## src/rtl/spi_reg_pkg.sv

```systemverilog
// Shared types and field positions for the SPI register-bus bridge.
package spi_reg_pkg;

  typedef enum logic [2:0] {
    IDLE,
    WR_DATA,
    WR_BUS,
    RD_BUS,
    RD_SEND
  } state_t;

  // Register address whose read returns STATUS and then clears it.
  localparam int unsigned STATUS_CLR_ADDR = 0;

  // Read/write flag position within the command word.
  function automatic int unsigned rw_bit(input int unsigned nbit);
    return nbit - 1;
  endfunction

  // STATUS word: sticky error flag in the MSB, overflow flag just below it.
  function automatic int unsigned status_err_bit(input int unsigned nbit);
    return nbit - 1;
  endfunction

  function automatic int unsigned status_ovf_bit(input int unsigned nbit);
    return nbit - 2;
  endfunction

endpackage

```

## src/rtl/spi_reg_ctrl_if.sv

```systemverilog
// Register-bus handshake between the SPI bridge (master) and the register file (slave).
interface spi_reg_ctrl_if #(
  parameter int unsigned NBIT = 8
) ();

  logic            bus_req;
  logic            bus_we;
  logic [NBIT-2:0] bus_addr;
  logic [NBIT-1:0] bus_wdata;
  logic [NBIT-1:0] bus_rdata;
  logic            bus_ack;

  modport master (
    output bus_req,
    output bus_we,
    output bus_addr,
    output bus_wdata,
    input  bus_rdata,
    input  bus_ack
  );

  modport slave (
    input  bus_req,
    input  bus_we,
    input  bus_addr,
    input  bus_wdata,
    output bus_rdata,
    output bus_ack
  );

endinterface

```

## src/rtl/spi_reg_timer.sv

```systemverilog
// Per-state watchdog: counts enabled cycles from the last clear, flags the last allowed cycle.
module spi_reg_timer #(
  parameter int unsigned TIMEOUT = 1024
) (
  input  logic clk,
  input  logic rst_n,
  input  logic clr,
  input  logic en,
  output logic expired
);

  localparam int unsigned   CW   = (TIMEOUT > 2) ? $clog2(TIMEOUT) : 1;
  localparam logic [CW-1:0] LAST = CW'(TIMEOUT - 1);

  logic [CW-1:0] count;

  // Cycle counter; saturates at the expiry value.
  always_ff @(posedge clk or negedge rst_n) begin
    if (!rst_n) begin
      count <= '0;
    end else if (clr) begin
      count <= '0;
    end else if (en && !expired) begin
      count <= count + CW'(1);
    end
  end

  assign expired = en && (count == LAST);

endmodule

```

## src/rtl/spi_reg_ctrl.sv

```systemverilog
// Decodes two-word SPI frames into register-bus reads and writes; reports STATUS on tx_data.
module spi_reg_ctrl
  import spi_reg_pkg::*;
#(
  parameter int unsigned NBIT    = 8,
  parameter int unsigned TIMEOUT = 1024
) (
  input  logic            clk,
  input  logic            rst_n,
  output logic [NBIT-1:0] tx_data,
  input  logic [NBIT-1:0] rx_data,
  input  logic            tx_strobe,
  input  logic            rx_strobe,
  spi_reg_ctrl_if.master  bus,
  output logic            err,
  output logic            busy
);

  localparam int unsigned RW_BIT  = rw_bit(NBIT);
  localparam int unsigned ERR_BIT = status_err_bit(NBIT);
  localparam int unsigned OVF_BIT = status_ovf_bit(NBIT);

  state_t          state;
  state_t          state_next;

  logic            req_next;
  logic            we_next;
  logic [NBIT-2:0] addr_next;
  logic [NBIT-1:0] wdata_next;
  logic [NBIT-1:0] tx_next;

  logic            sticky_err;
  logic            sticky_next;
  logic            ovf;
  logic            ovf_next;
  logic            late;
  logic            late_next;
  logic            late_now;

  logic            err_c;
  logic            set_ovf;
  logic            clr_status;
  logic            load_rd;
  logic            clr_addr;

  logic [NBIT-1:0] status_cur;
  logic [NBIT-1:0] status_next;

  logic            expired;
  logic            tmr_clr;
  logic            tmr_en;

  // Counter restarts on every state change and only runs outside IDLE.
  assign tmr_clr  = (state_next != state);
  assign tmr_en   = (state != IDLE);
  assign clr_addr = (bus.bus_addr == (NBIT-1)'(STATUS_CLR_ADDR));
  assign busy     = (state != IDLE);
  assign err      = err_c;

  spi_reg_timer #(
    .TIMEOUT (TIMEOUT)
  ) u_timer (
    .clk     (clk),
    .rst_n   (rst_n),
    .clr     (tmr_clr),
    .en      (tmr_en),
    .expired (expired)
  );

  // Current STATUS word assembled from the sticky flags.
  always_comb begin
    status_cur          = '0;
    status_cur[ERR_BIT] = sticky_err;
    status_cur[OVF_BIT] = ovf;
  end

  // State register.
  always_ff @(posedge clk or negedge rst_n) begin
    if (!rst_n) begin
      state <= IDLE;
    end else begin
      state <= state_next;
    end
  end

  // Next-state, error detection and next values for all registered outputs.
  always_comb begin
    state_next  = state;
    req_next    = bus.bus_req;
    we_next     = bus.bus_we;
    addr_next   = bus.bus_addr;
    wdata_next  = bus.bus_wdata;
    late_next   = late;
    late_now    = late | tx_strobe | rx_strobe;
    err_c       = 1'b0;
    set_ovf     = 1'b0;
    clr_status  = 1'b0;
    load_rd     = 1'b0;

    case (state)
      IDLE: begin
        if (rx_strobe) begin
          addr_next = rx_data[NBIT-2:0];
          late_next = 1'b0;
          if (rx_data[RW_BIT]) begin
            state_next = RD_BUS;
            req_next   = 1'b1;
            we_next    = 1'b0;
          end else begin
            state_next = WR_DATA;
          end
        end
      end

      WR_DATA: begin
        if (rx_strobe) begin
          wdata_next = rx_data;
          req_next   = 1'b1;
          we_next    = 1'b1;
          state_next = WR_BUS;
        end else if (expired) begin
          err_c      = 1'b1;
          state_next = IDLE;
        end
      end

      WR_BUS: begin
        if (rx_strobe) begin
          err_c = 1'b1;
        end
        if (bus.bus_ack) begin
          req_next   = 1'b0;
          state_next = IDLE;
        end else if (expired) begin
          err_c      = 1'b1;
          req_next   = 1'b0;
          state_next = IDLE;
        end
      end

      RD_BUS: begin
        // A strobe here means the master has already started the data word;
        // the read still completes on the bus but its data is dropped.
        if (tx_strobe || rx_strobe) begin
          err_c   = 1'b1;
          set_ovf = 1'b1;
        end
        if (bus.bus_ack) begin
          req_next = 1'b0;
          if (late_now) begin
            state_next = IDLE;
          end else begin
            state_next = RD_SEND;
            load_rd    = 1'b1;
            clr_status = clr_addr;
          end
        end else if (expired) begin
          err_c      = 1'b1;
          req_next   = 1'b0;
          state_next = IDLE;
        end else begin
          late_next = late_now;
        end
      end

      RD_SEND: begin
        if (rx_strobe) begin
          state_next = IDLE;
        end else if (expired) begin
          err_c      = 1'b1;
          state_next = IDLE;
        end
      end

      default: begin
        state_next = IDLE;
        req_next   = 1'b0;
      end
    endcase

    // Error set takes priority over the read-to-clear.
    sticky_next          = (sticky_err & ~clr_status) | err_c;
    ovf_next             = (ovf & ~clr_status) | set_ovf;
    status_next          = '0;
    status_next[ERR_BIT] = sticky_next;
    status_next[OVF_BIT] = ovf_next;

    // Reading the clear address returns the pre-clear STATUS instead of bus data.
    if (state_next == RD_SEND) begin
      if (load_rd) begin
        tx_next = clr_addr ? status_cur : bus.bus_rdata;
      end else begin
        tx_next = tx_data;
      end
    end else begin
      tx_next = status_next;
    end
  end

  // Registered bus outputs, tx word and sticky flags.
  always_ff @(posedge clk or negedge rst_n) begin
    if (!rst_n) begin
      bus.bus_req   <= 1'b0;
      bus.bus_we    <= 1'b0;
      bus.bus_addr  <= '0;
      bus.bus_wdata <= '0;
      tx_data       <= '0;
      sticky_err    <= 1'b0;
      ovf           <= 1'b0;
      late          <= 1'b0;
    end else begin
      bus.bus_req   <= req_next;
      bus.bus_we    <= we_next;
      bus.bus_addr  <= addr_next;
      bus.bus_wdata <= wdata_next;
      tx_data       <= tx_next;
      sticky_err    <= sticky_next;
      ovf           <= ovf_next;
      late          <= late_next;
    end
  end

endmodule

```

## src/flat_wrapper.sv

```systemverilog
// flat-port wrapper written by rule: the top's interface ports become plain ports
module spi_reg_ctrl_flat import spi_reg_pkg::*;
#(
  parameter int unsigned NBIT    = 8,
  parameter int unsigned TIMEOUT = 1024
)
  (clk, rst_n, tx_data, rx_data, tx_strobe, rx_strobe, err, busy, bus_bus_req, bus_bus_we, bus_bus_addr, bus_bus_wdata, bus_bus_rdata, bus_bus_ack);
  spi_reg_ctrl_if #(.NBIT(NBIT)) bus_i ();
  input  logic clk;
  input  logic rst_n;
  output logic [NBIT-1:0] tx_data;
  input  logic [NBIT-1:0] rx_data;
  input  logic tx_strobe;
  input  logic rx_strobe;
  output logic err;
  output logic busy;
  output wire logic [$bits(bus_i.bus_req)-1:0] bus_bus_req;
  output wire logic [$bits(bus_i.bus_we)-1:0] bus_bus_we;
  output wire logic [$bits(bus_i.bus_addr)-1:0] bus_bus_addr;
  output wire logic [$bits(bus_i.bus_wdata)-1:0] bus_bus_wdata;
  input wire logic [$bits(bus_i.bus_rdata)-1:0] bus_bus_rdata;
  input wire logic [$bits(bus_i.bus_ack)-1:0] bus_bus_ack;
  assign bus_bus_req = bus_i.bus_req;
  assign bus_bus_we = bus_i.bus_we;
  assign bus_bus_addr = bus_i.bus_addr;
  assign bus_bus_wdata = bus_i.bus_wdata;
  assign bus_i.bus_rdata = bus_bus_rdata;
  assign bus_i.bus_ack = bus_bus_ack;
  spi_reg_ctrl #(.NBIT(NBIT), .TIMEOUT(TIMEOUT)) u_core (.clk(clk), .rst_n(rst_n), .tx_data(tx_data), .rx_data(rx_data), .tx_strobe(tx_strobe), .rx_strobe(rx_strobe), .bus(bus_i), .err(err), .busy(busy));
endmodule
```

## config.mk

```make
export PLATFORM = sky130hd
export DESIGN_NAME = spi_reg_ctrl_flat
export DESIGN_NICKNAME = d
export VERILOG_FILES = /design/src/rtl/spi_reg_pkg.sv /design/src/rtl/spi_reg_ctrl_if.sv /design/src/rtl/spi_reg_timer.sv /design/src/rtl/spi_reg_ctrl.sv /design/src/flat_wrapper.sv
export SDC_FILE = /design/constraint.sdc
export NUM_CORES = 1
export LEC_CHECK = 0
export ABC_CLOCK_PERIOD_IN_PS = 2200
export BUFFER_PORTS_ARGS = -buffer_cell sky130_fd_sc_hd__buf_2
export CAP_MARGIN = 20
export CORE_MARGIN = 4
export CORE_UTILIZATION = 52
export DETAILED_ROUTE_END_ITERATION = 7
export PLACE_DENSITY_LB_ADDON = 0.2
export SYNTH_ARGS = -nofsm -noshare
export SYNTH_HDL_FRONTEND = slang
export SYNTH_SLANG_ARGS = --single-unit
```

## constraint.sdc

```tcl
create_clock -name clk -period 2.2 [get_ports clk]
set_input_delay 0.11 -clock clk [delete_from_list [all_inputs] [get_ports clk]]
set_output_delay 0.11 -clock clk [all_outputs]
set_load 0.01 [all_outputs]
```

==> flow_metrics.py, run 1 <==
metrics = {
    "clock_tree": {
        "cts_setup_buffers": 0,
        "cts_sinks": 41,
        "cts-resized-gates": 0,
        "cts_tree": "built",
        "clock_latency_ns": 0.29,
        "clk_pin_slew_ns": 0.07,
        "cts_buffers": 5,
        "htreeDepth": 2,
        "cts-root-buf": "clkbuf_8",
        "ctsHoldBuffers": 1,
        "clock_path_buffers": 2,
    },
    "critical_path": {
        "critical_path_class": "reg -> reg",
        "rrSetupSlack_ns": 0.21,
        "cp.arrival_ns": 2.15,
        "reg2reg_from": "u_core.state[2]",
        "worst_r2r_path_depth": 5,
        "reg2reg_to": "u_core.tx_data[7]",
        "cp.required_ns": 2.36,
        "start_kind": "flip-flop",
        "worstPathMaxFanout": 12,
        "end_kind": "flip-flop",
    },
    "logic_synthesis": {
        "ys_seq_elements": 41,
        "synthesis.area_sq_um": 1940,
        "synth_edf_count": 0,
        "syn-num-nets": 189,
        "synth.distinct_cells": 43,
        "yosysWarnings": 0,
        "synth_top_area_cell": "dfrtp_1",
        "avgSynthCellArea_sq_um": 11.6,
        "synth_most_common_cell": "dfrtp_1",
        "synth_cells": 167,
        "synth.top_cell.area_share_pct": 52.9,
        "synthFlopType": "dfrtp_1",
        "synth-async-reset-ratio_pct": 100,
        "ys_top_cells_by_area": "dfrtp_1 (53%), mux2_2 (8.7%), nor2_1 (4.8%)",
        "yosysSeqAreaShare_pct": 52.9,
        "yosys-top-cells-count": "dfrtp_1 (41), nor2_1 (25), mux2_2 (15)",
    },
    "worst_hold_path": {
        "hold_path.class": "in -> reg",
        "hold-path-cell-count": 2,
        "hold_start": "rx_data[1]",
        "min_to": "u_core.bus.bus_addr[1]",
    },
    "detailed_routing": {
        "wirelength_mm": 4.37,
        "ant_nets": 0,
        "drc": 0,
        "wl_per_cell_um": 16.7,
        "via_count": 1509,
        "drt_iter0_drc": 67,
        "dr.pass1.iters": 4,
        "viasPerCell": 5.76,
    },
    "power_and_ir_drop": {
        "p_leak_nw": 1.07,
        "vdd_ir_drop_max_uv": 664,
        "power-per-cell-area_nw_per_um2": 1120,
    },
    "sta": {
        "fin_crit_ns": 1.99,
        "worstMarginPinSlew_ns": 0.895,
        "timing.hold.ws_ns": 0.0612,
        "fin_setup_tns_ns": 0,
        "rsz0062_at_grt": "false",
        "hold_viol": 0,
        "fmax_ghz": 0.504,
        "finalCritPeriodShare_pct": 90.3,
        "slew_headroom_pct": 40.3,
        "setup_viol": 0,
        "fin_worst_skew_ns": 0.00563,
        "drv_slew": 0,
    },
    "run": {
        "max_cap_viol_count": 0,
    },
    "floorplanning": {
        "dieHeight_um": 69.1,
        "io_pins": 48,
        "coreArea_sq_um": 3470,
        "die_area_sq_um": 4770,
        "start_util_pct": 56.0,
        "die_x_um": 69.1,
        "rows": 21,
    },
    "placement": {
        "hpwlAfterDp_mm": 3.25,
        "portBuffers": 47,
        "gp_congestion": 0.837,
    },
    "final_layout": {
        "fillers": 297,
        "area_growth_pct": 18.8,
        "multi_input_area_sq_um": 843,
        "diodes": 0,
        "final_nets": 238,
        "final-seq-area_sq_um": 1030,
        "drive_gt1_share_pct": 35.2,
    },
    "global_routing": {
        "grt_pass1_vias": 1582,
        "track_usage_pct": 19.6,
        "grt_first_pass_wirelength_mm": 7.49,
        "antenna_found_initial": 0,
        "grt_max_degree": 42,
        "grt_overflow": 0,
    },
    "status": {
        "outcome": "completed",
    },
}
==> final cells by class <==
class | instances | share of cell area, %
clock inverter | 2 | 1.52
sequential | 41 | 44.5
tap | 46 | 2.50
inverter | 4 | 0.651
multi-input combinational | 114 | 36.6
clock buffer | 5 | 2.98
timing repair buffer | 50 | 11.3
==> power breakdown <==
group          internal, mW  switching, mW
Clock                 0.329          0.240
Combinational         0.421          0.438
Sequential            0.968          0.194
==> layout by cell type, fill, tap and decap left out, drive strengths merged, types with 2 or more instances in the layout <==
cell type	netlist	final
nand2	6	6
xor2	7	7
o22ai	2	2
mux2	15	15
nor3	3	3
a21o	3	3
a22oi	6	6
clkbuf	1	5
o21ai	4	4
and3	2	2
inv	4	4
xnor2	3	3
o311ai	4	4
mux2i	3	3
nor2	25	25
dfrtp	41	41
buf	7	49
nand4	2	2
and4	2	2
nand2b	4	4
nand3	4	4
a31oi	2	2
o31ai	2	2
a21oi	3	3
==> flip-flops by register name, indices dropped and copies added (netlist names) <==
register and cells:
u_core.tx_data 8, u_core.sticky_err 1, u_core.u_timer.count 10, u_core.ovf 1, u_core.late 1, u_core.bus.bus_we 1
u_core.bus.bus_wdata 8, u_core.bus.bus_req 1, u_core.state 3, u_core.bus.bus_addr 7
==> cell families (layout without fill, tap and decap cells) <==
kind of cell	after synthesis	count (layout)	share of synthesized area [%]
and+or+nand+nor	55	55	15.0
DFF	41	41	52.9
AOI/OAI and AO/OA	30	30	13.1
muxes	18	18	10.3
buffers and inverters	12	61	3.67
xor gates and xnor gates	10	10	4.51
adders and majority gates	1	1	0.645
==> through the flow <==
| stage | area (sq um) | instances | util [%] | setup WS, ns | power, mW |
|---|---|---|---|---|---|
| final | 2310 | 262 | 66.5 | 0.214 | 2.59 |
| after global routing | 2310 | 262 | 66.5 | 0.0956 | 2.76 |
| after CTS | 2310 | 262 | 66.5 | 0.210 | 2.62 |
| after detailed placement | 2190 | 254 | 63.2 | 0.226 | 2.04 |
| after global placement | 2190 | 254 | 63.2 | 0.336 | 1.98 |
| after floorplan | 1940 | 167 | - | 0.472 | 1.70 |
==> worst max-delay path by stage <==
stage	startpoint	to	cells past startpoint
4_1_cts	u_core.state[2]	u_core.tx_data[7]	5
6_report	u_core.state[2]	u_core.tx_data[7]	5
2_1_floorplan	u_core.u_timer.count[0]	u_core.u_timer.count[0]	7
3_5_place_dp	u_core.state[2]	u_core.tx_data[7]	5
3_3_place_gp	u_core.state[2]	u_core.tx_data[7]	5
5_1_grt	u_core.state[2]	u_core.tx_data[7]	5
==> routing by layer <==
metal,vias to the layer above,wire length [um],track usage [%]
met5,-,0,0
met4,0,133,7.38
met3,19,276,5.67
met2,64,2170,33.8
met1,734,1800,23.1
li1,692,-,-
==> worst max-delay path: stages (launching register included) <==
cell and delay (ns):
dfrtp_1 0.61, or4b_4 0.54, a31oi_4 0.37, nand2b_1 0.11, o311ai_0 0.11, o21ai_1 0.11
No activity file was read; power rests on OpenSTA's default activity.
==> run 2: changes to the inputs <==
--- a/config.mk
+++ b/config.mk
@@ -11,6 +11,7 @@
 export CORE_MARGIN = 4
 export CORE_UTILIZATION = 52
 export DETAILED_ROUTE_END_ITERATION = 7
+export GPL_TIMING_DRIVEN = 0
 export PLACE_DENSITY_LB_ADDON = 0.2
 export SYNTH_ARGS = -nofsm -noshare
 export SYNTH_HDL_FRONTEND = slang
==> run 2 against run 1 <==
Effect of this change:
- combinational power grew 7.8%
- wire length shrank 2.1%
- die area is the same
- sequential share of layout area shrank 1.0 points
- core utilization grew 1.6 points
- final area grew 2.3%
- sequential power shrank 4%
- clock power grew 8.3%
- fmax shrank 1.7%
- largest power group unchanged
- highest routed layer unchanged
==> flow_metrics.py, run 2 (synthesis results as in run 1) <==
metrics = {
    "detailed_routing": {
        "drc": 0,
        "drt_iter0_drc": 83,
        "ant_nets": 0,
        "via_count": 1510,
        "viasPerCell": 5.61,
        "wl_per_cell_um": 15.9,
        "dr.pass1.iters": 4,
        "wirelength_mm": 4.28,
    },
    "critical_path": {
        "path_cells": "ha_1 -> and4_1 -> nand3_1 -> o22ai_1 -> buf_2",
        "end_kind": "primary output",
        "cp_slowest_stage_delay_ns": 0.41,
        "worstPathMaxFanout": 5,
        "cp.required_ns": 2.09,
        "start_kind": "flip-flop",
        "path_delay_family": "simple AND/OR/NAND/NOR gates",
        "cp.arrival_ns": 1.91,
        "path_buf_inv": 1,
        "cp_slowest_cell": "dfrtp_1",
        "critical_path_class": "reg -> out",
    },
    "global_routing": {
        "grt_max_degree": 42,
        "grt_first_pass_wirelength_mm": 7.42,
        "track_usage_pct": 19.2,
        "grt_pass1_vias": 1542,
        "grt_overflow": 0,
        "antenna_found_initial": 0,
    },
    "final_layout": {
        "area_growth_pct": 21.6,
        "final-seq-area_sq_um": 1030,
        "layout_commonest_cell": "buf_2",
        "diodes": 0,
        "fillers": 296,
        "largest_reg_flops": 10,
        "final_cell_mix": "buf_2 (50), dfrtp_1 (41), nor2_1 (25)",
        "regMostFlops": "u_core.u_timer.count",
        "multi_input_area_sq_um": 843,
        "drive_gt1_share_pct": 36.3,
        "final_nets": 244,
        "top_regs": "u_core.u_timer.count: 10 flops, u_core.bus.bus_wdata: 8 flops, u_core.tx_data: 8 flops",
    },
    "clock_tree": {
        "htreeDepth": 2,
        "cts_tree": "built",
        "clk_pin_slew_ns": 0.07,
        "cts-resized-gates": 0,
        "clock_path_buffers": 2,
        "cts-root-buf": "clkbuf_8",
        "cts_sinks": 41,
        "clock_latency_ns": 0.29,
        "cts_buffers": 5,
    },
    "sta": {
        "fin_crit_ns": 2.02,
        "hold_viol": 0,
        "fin_worst_skew_ns": 0.00474,
        "rsz0062_at_grt": "false",
        "finalCritPeriodShare_pct": 91.8,
        "drv_slew": 0,
        "fin_setup_tns_ns": 0,
        "worstMarginPinSlew_ns": 0.870,
        "slew_headroom_pct": 42.0,
        "worst_slack_ns": 0.180,
        "fmax_ghz": 0.495,
        "setup_viol": 0,
    },
    "floorplanning": {
        "io_pins": 48,
        "coreArea_sq_um": 3470,
        "die_area_sq_um": 4770,
        "dieHeight_um": 69.1,
        "rows": 21,
        "die_x_um": 69.1,
        "start_util_pct": 56.0,
    },
    "placement": {
        "post-place-ws_ns": 0.240,
        "gp_congestion": 0.809,
        "portBuffers": 47,
        "hpwlAfterDp_mm": 3.20,
    },
    "run": {
        "max_cap_viol_count": 0,
    },
    "power_and_ir_drop": {
        "power-per-cell-area_nw_per_um2": 1130,
        "p_leak_nw": 1.10,
        "vdd_ir_drop_max_uv": 788,
    },
    "worst_hold_path": {
        "hold_path.class": "in -> reg",
    },
    "status": {
        "outcome": "completed",
    },
}
-- run 2: worst paths after layout --
| check | startpoint | endpoint | depth (start not counted) | slack, ns |
|---|---|---|---|---|
| worst max-delay path | u_core.u_timer.count[0] | err | 5 | 0.18 |
| worst min-delay path | rx_data[2] | u_core.bus.bus_wdata[2] | 2 | 0.06 |
| worst max register to register | u_core.state[1] | u_core.u_timer.count[7] | 6 | 0.24 |
| worst min register to register | u_core.bus.bus_we | u_core.bus.bus_we | 1 | 0.48 |
| max in group asynchronous | rst_n | u_core.u_timer.count[0] | 2 | 1.19 |
| min in group asynchronous | rst_n | u_core.u_timer.count[2] | 2 | 0.47 |
-- run 2: layout make-up --
class                      instances  area share (%)
buffer                             8            2.39
clock buffer                       7            3.66
clock inverter                     1            1.27
inverter                           4           0.636
multi-input combinational        114            35.7
sequential                        41            43.5
tap                               46            2.44
timing repair buffer              48            10.4
-- run 2: power breakdown --
part | internal [mW] | total [mW] | switching (mW) | leakage, nW
registers | 0.969 | 1.11 | 0.144 | 0.511
clock network | 0.370 | 0.616 | 0.247 | 0.0585
logic | 0.443 | 0.926 | 0.483 | 0.535
-- run 2: per-layer routing --
metal / track usage, % / vias to the layer above / wire length [um]
li1: - / 712 / -
met1: 23.8 / 737 / 1810
met2: 32.0 / 56 / 2130
met3: 6.54 / 5 / 301
met4: 4.77 / 0 / 41
met5: 0 / - / 0
-- run 2: repair_timing --
item | 4_1_cts | 5_1_grt
buffers inserted | 0 | 0
hold buffers | 1 | 0
hold endpoints to repair | 41 | 0
-- run 2: stage by stage --
step / hold slack [ns] / total power, mW / cells / util (%) / instance area [sq um]
finish: 0.0610 / 2.66 / 269 / 68.0 / 2360
detailed placement: 0.283 / 2.06 / 260 / 64.4 / 2230
global placement: 0.260 / 2.00 / 260 / 64.4 / 2230
CTS: 0.0515 / 2.68 / 269 / 68.0 / 2360
floorplan: -0.186 / 1.70 / 167 / - / 1940
global route: 0.0559 / 2.83 / 269 / 68.0 / 2360
==> run 3: changes to the inputs <==
--- a/config.mk
+++ b/config.mk
@@ -12,7 +12,7 @@
 export CORE_UTILIZATION = 52
 export DETAILED_ROUTE_END_ITERATION = 7
 export GPL_TIMING_DRIVEN = 0
-export PLACE_DENSITY_LB_ADDON = 0.2
+export PLACE_DENSITY = 0.79
 export SYNTH_ARGS = -nofsm -noshare
 export SYNTH_HDL_FRONTEND = slang
 export SYNTH_SLANG_ARGS = --single-unit
==> run 3 against run 2 <==
Effect of this change:
- clock skew about the same
- sequential share of layout area unchanged
- final area unchanged
- cell count unchanged
- non-clock buffer count unchanged
- wire length decreased by 7.0%
- register-to-register slack about the same
- power decreased by 0.16%
- core utilization unchanged
- clock-buffer cell count unchanged
- clock power increased by 1%
- global-route usage decreased by 1.3 points
- largest cell class unchanged
- highest routed layer unchanged
==> flow_metrics.py, run 3 (synthesis results as in run 1) <==
metrics = {
    "critical_path": {
        "cp.required_ns": 2.09,
        "cp_num_cells": 5,
        "start_kind": "flip-flop",
        "cp_slowest_stage_delay_ns": 0.40,
        "rrSetupSlack_ns": 0.24,
        "endpoint": "err",
        "worst_r2r_path_depth": 7,
        "path_delay_family": "simple AND/OR/NAND/NOR gates",
        "reg2reg_from": "u_core.u_timer.count[0]",
        "end_kind": "primary output",
        "cp_slowest_cell": "dfrtp_1",
        "reg2reg_to": "u_core.u_timer.count[4]",
        "worstPathMaxFanout": 5,
        "cp.arrival_ns": 1.88,
        "critical_path_class": "reg -> out",
        "startpoint": "u_core.u_timer.count[0]",
        "path_cells": "ha_1 -> and4_1 -> nand3_1 -> o22ai_1 -> buf_2",
        "path_buf_inv": 1,
    },
    "run": {
        "max_cap_viol_count": 0,
    },
    "global_routing": {
        "use_met2_pct": 26.7,
        "grt_busiest_layer": "met2",
        "grt_first_pass_wirelength_mm": 6.89,
        "met1_usage_pct": 24.2,
        "grt_pass1_vias": 1463,
        "track_usage_pct": 17.9,
        "grt_max_degree": 42,
        "antenna_found_initial": 0,
        "grt_use_met3_pct": 4.51,
        "grt_overflow": 0,
    },
    "worst_hold_path": {
        "hold_path.class": "in -> reg",
    },
    "clock_tree": {
        "clock_path_buffers": 2,
        "htreeDepth": 2,
        "cts-root-buf": "clkbuf_8",
        "cts_sinks": 41,
        "clock_latency_ns": 0.29,
        "cts_setup_buffers": 0,
        "clk_pin_slew_ns": 0.08,
        "cts_buffers": 5,
        "cts_tree": "built",
    },
    "floorplanning": {
        "dieHeight_um": 69.1,
        "start_util_pct": 56.0,
        "rows": 21,
        "die_x_um": 69.1,
        "die_area_sq_um": 4770,
        "io_pins": 48,
        "coreArea_sq_um": 3470,
    },
    "placement": {
        "portBuffers": 47,
        "placed_cells": 260,
        "gp_congestion": 0.795,
        "placed_cell_area_sq_um": 2230,
        "hpwlAfterDp_mm": 2.89,
    },
    "sta": {
        "rsz0062_at_grt": "false",
        "fin_crit_ns": 1.99,
        "drv_slew": 0,
        "worstMarginPinSlew_ns": 0.872,
        "hold_viol": 0,
        "fmax_ghz": 0.503,
        "slew_headroom_pct": 41.9,
        "fin_setup_tns_ns": 0,
        "fin_worst_skew_ns": 0.00476,
        "setup_viol": 0,
        "finalCritPeriodShare_pct": 90.3,
    },
    "power_and_ir_drop": {
        "p_leak_nw": 1.10,
        "vdd_ir_drop_max_uv": 703,
        "finalPower_mw": 2.65,
        "power-per-cell-area_nw_per_um2": 1120,
    },
    "detailed_routing": {
        "wirelength_mm": 3.98,
        "wl_per_cell_um": 14.8,
        "drc": 0,
        "dr.pass1.iters": 4,
        "viasPerCell": 5.39,
        "via_count": 1451,
        "drt_iter0_drc": 100,
        "ant_nets": 0,
    },
    "final_layout": {
        "final_nets": 244,
        "area_growth_pct": 21.6,
        "instances_no_fill": 269,
        "largest_reg_flops": 10,
        "drive_gt1_share_pct": 36.3,
        "top_regs": "u_core.u_timer.count: 10 flops, u_core.bus.bus_wdata: 8 flops, u_core.tx_data: 8 flops",
        "stdcell_area_sq_um": 2360,
        "layout_commonest_cell": "buf_2",
        "regMostFlops": "u_core.u_timer.count",
        "diodes": 0,
        "final_cell_mix": "buf_2 (50), dfrtp_1 (41), nor2_1 (25)",
    },
    "status": {
        "outcome": "completed",
    },
}
-- run 3: worst min-delay path by stage --
stage / from / end / slack, ns / cells past startpoint
after floorplan: rst_n / u_core.bus.bus_addr[0] / -0.19 / 0
after global placement: rst_n / u_core.u_timer.count[0] / 0.29 / 1
after detailed placement: rst_n / u_core.bus.bus_we / 0.28 / 1
after CTS: rx_data[0] / u_core.bus.bus_addr[0] / 0.05 / 2
after global routing: rx_data[0] / u_core.bus.bus_addr[0] / 0.05 / 2
final: rx_data[0] / u_core.bus.bus_addr[0] / 0.06 / 2
-- run 3: final cells by class --
class / instances / area, sq um
Tap cell: 46 / 57.6
Inverter: 4 / 15.0
Sequential cell: 41 / 1030
Fill cell: 287 / 1110
Multi-Input combinational cell: 114 / 843
Timing Repair Buffer: 48 / 245
Buffer: 8 / 56.3
Clock buffer: 7 / 86.3
Clock inverter: 1 / 30.0
-- run 3: power breakdown --
group          internal [mW]  switching (mW)
Combinational          0.443           0.479
Clock                  0.370           0.253
Sequential             0.968           0.137
-- run 3: per-stage QoR --
step                util (%)  hold WS [ns]  setup slack, ns
floorplan                  -        -0.186            0.472
global placement        64.4         0.289            0.306
detailed placement      64.4         0.280            0.266
CTS                     68.0        0.0514            0.214
global route            68.0        0.0539           0.0997
finish                  68.0        0.0563            0.213
-- run 3: per-layer routing --
metal	vias to the layer above	wire (um)	share of wire [%]
li1	713	-	-
met1	693	1850	47
met2	39	1820	46
met3	6	259	6.5
met4	0	44	1.1
met5	-	0	0
-- run 3: what timing repair did --
item,in CTS,in global routing
endpoints found under the hold margin,41,0
resized for setup,0,0
hold buffers,1,0
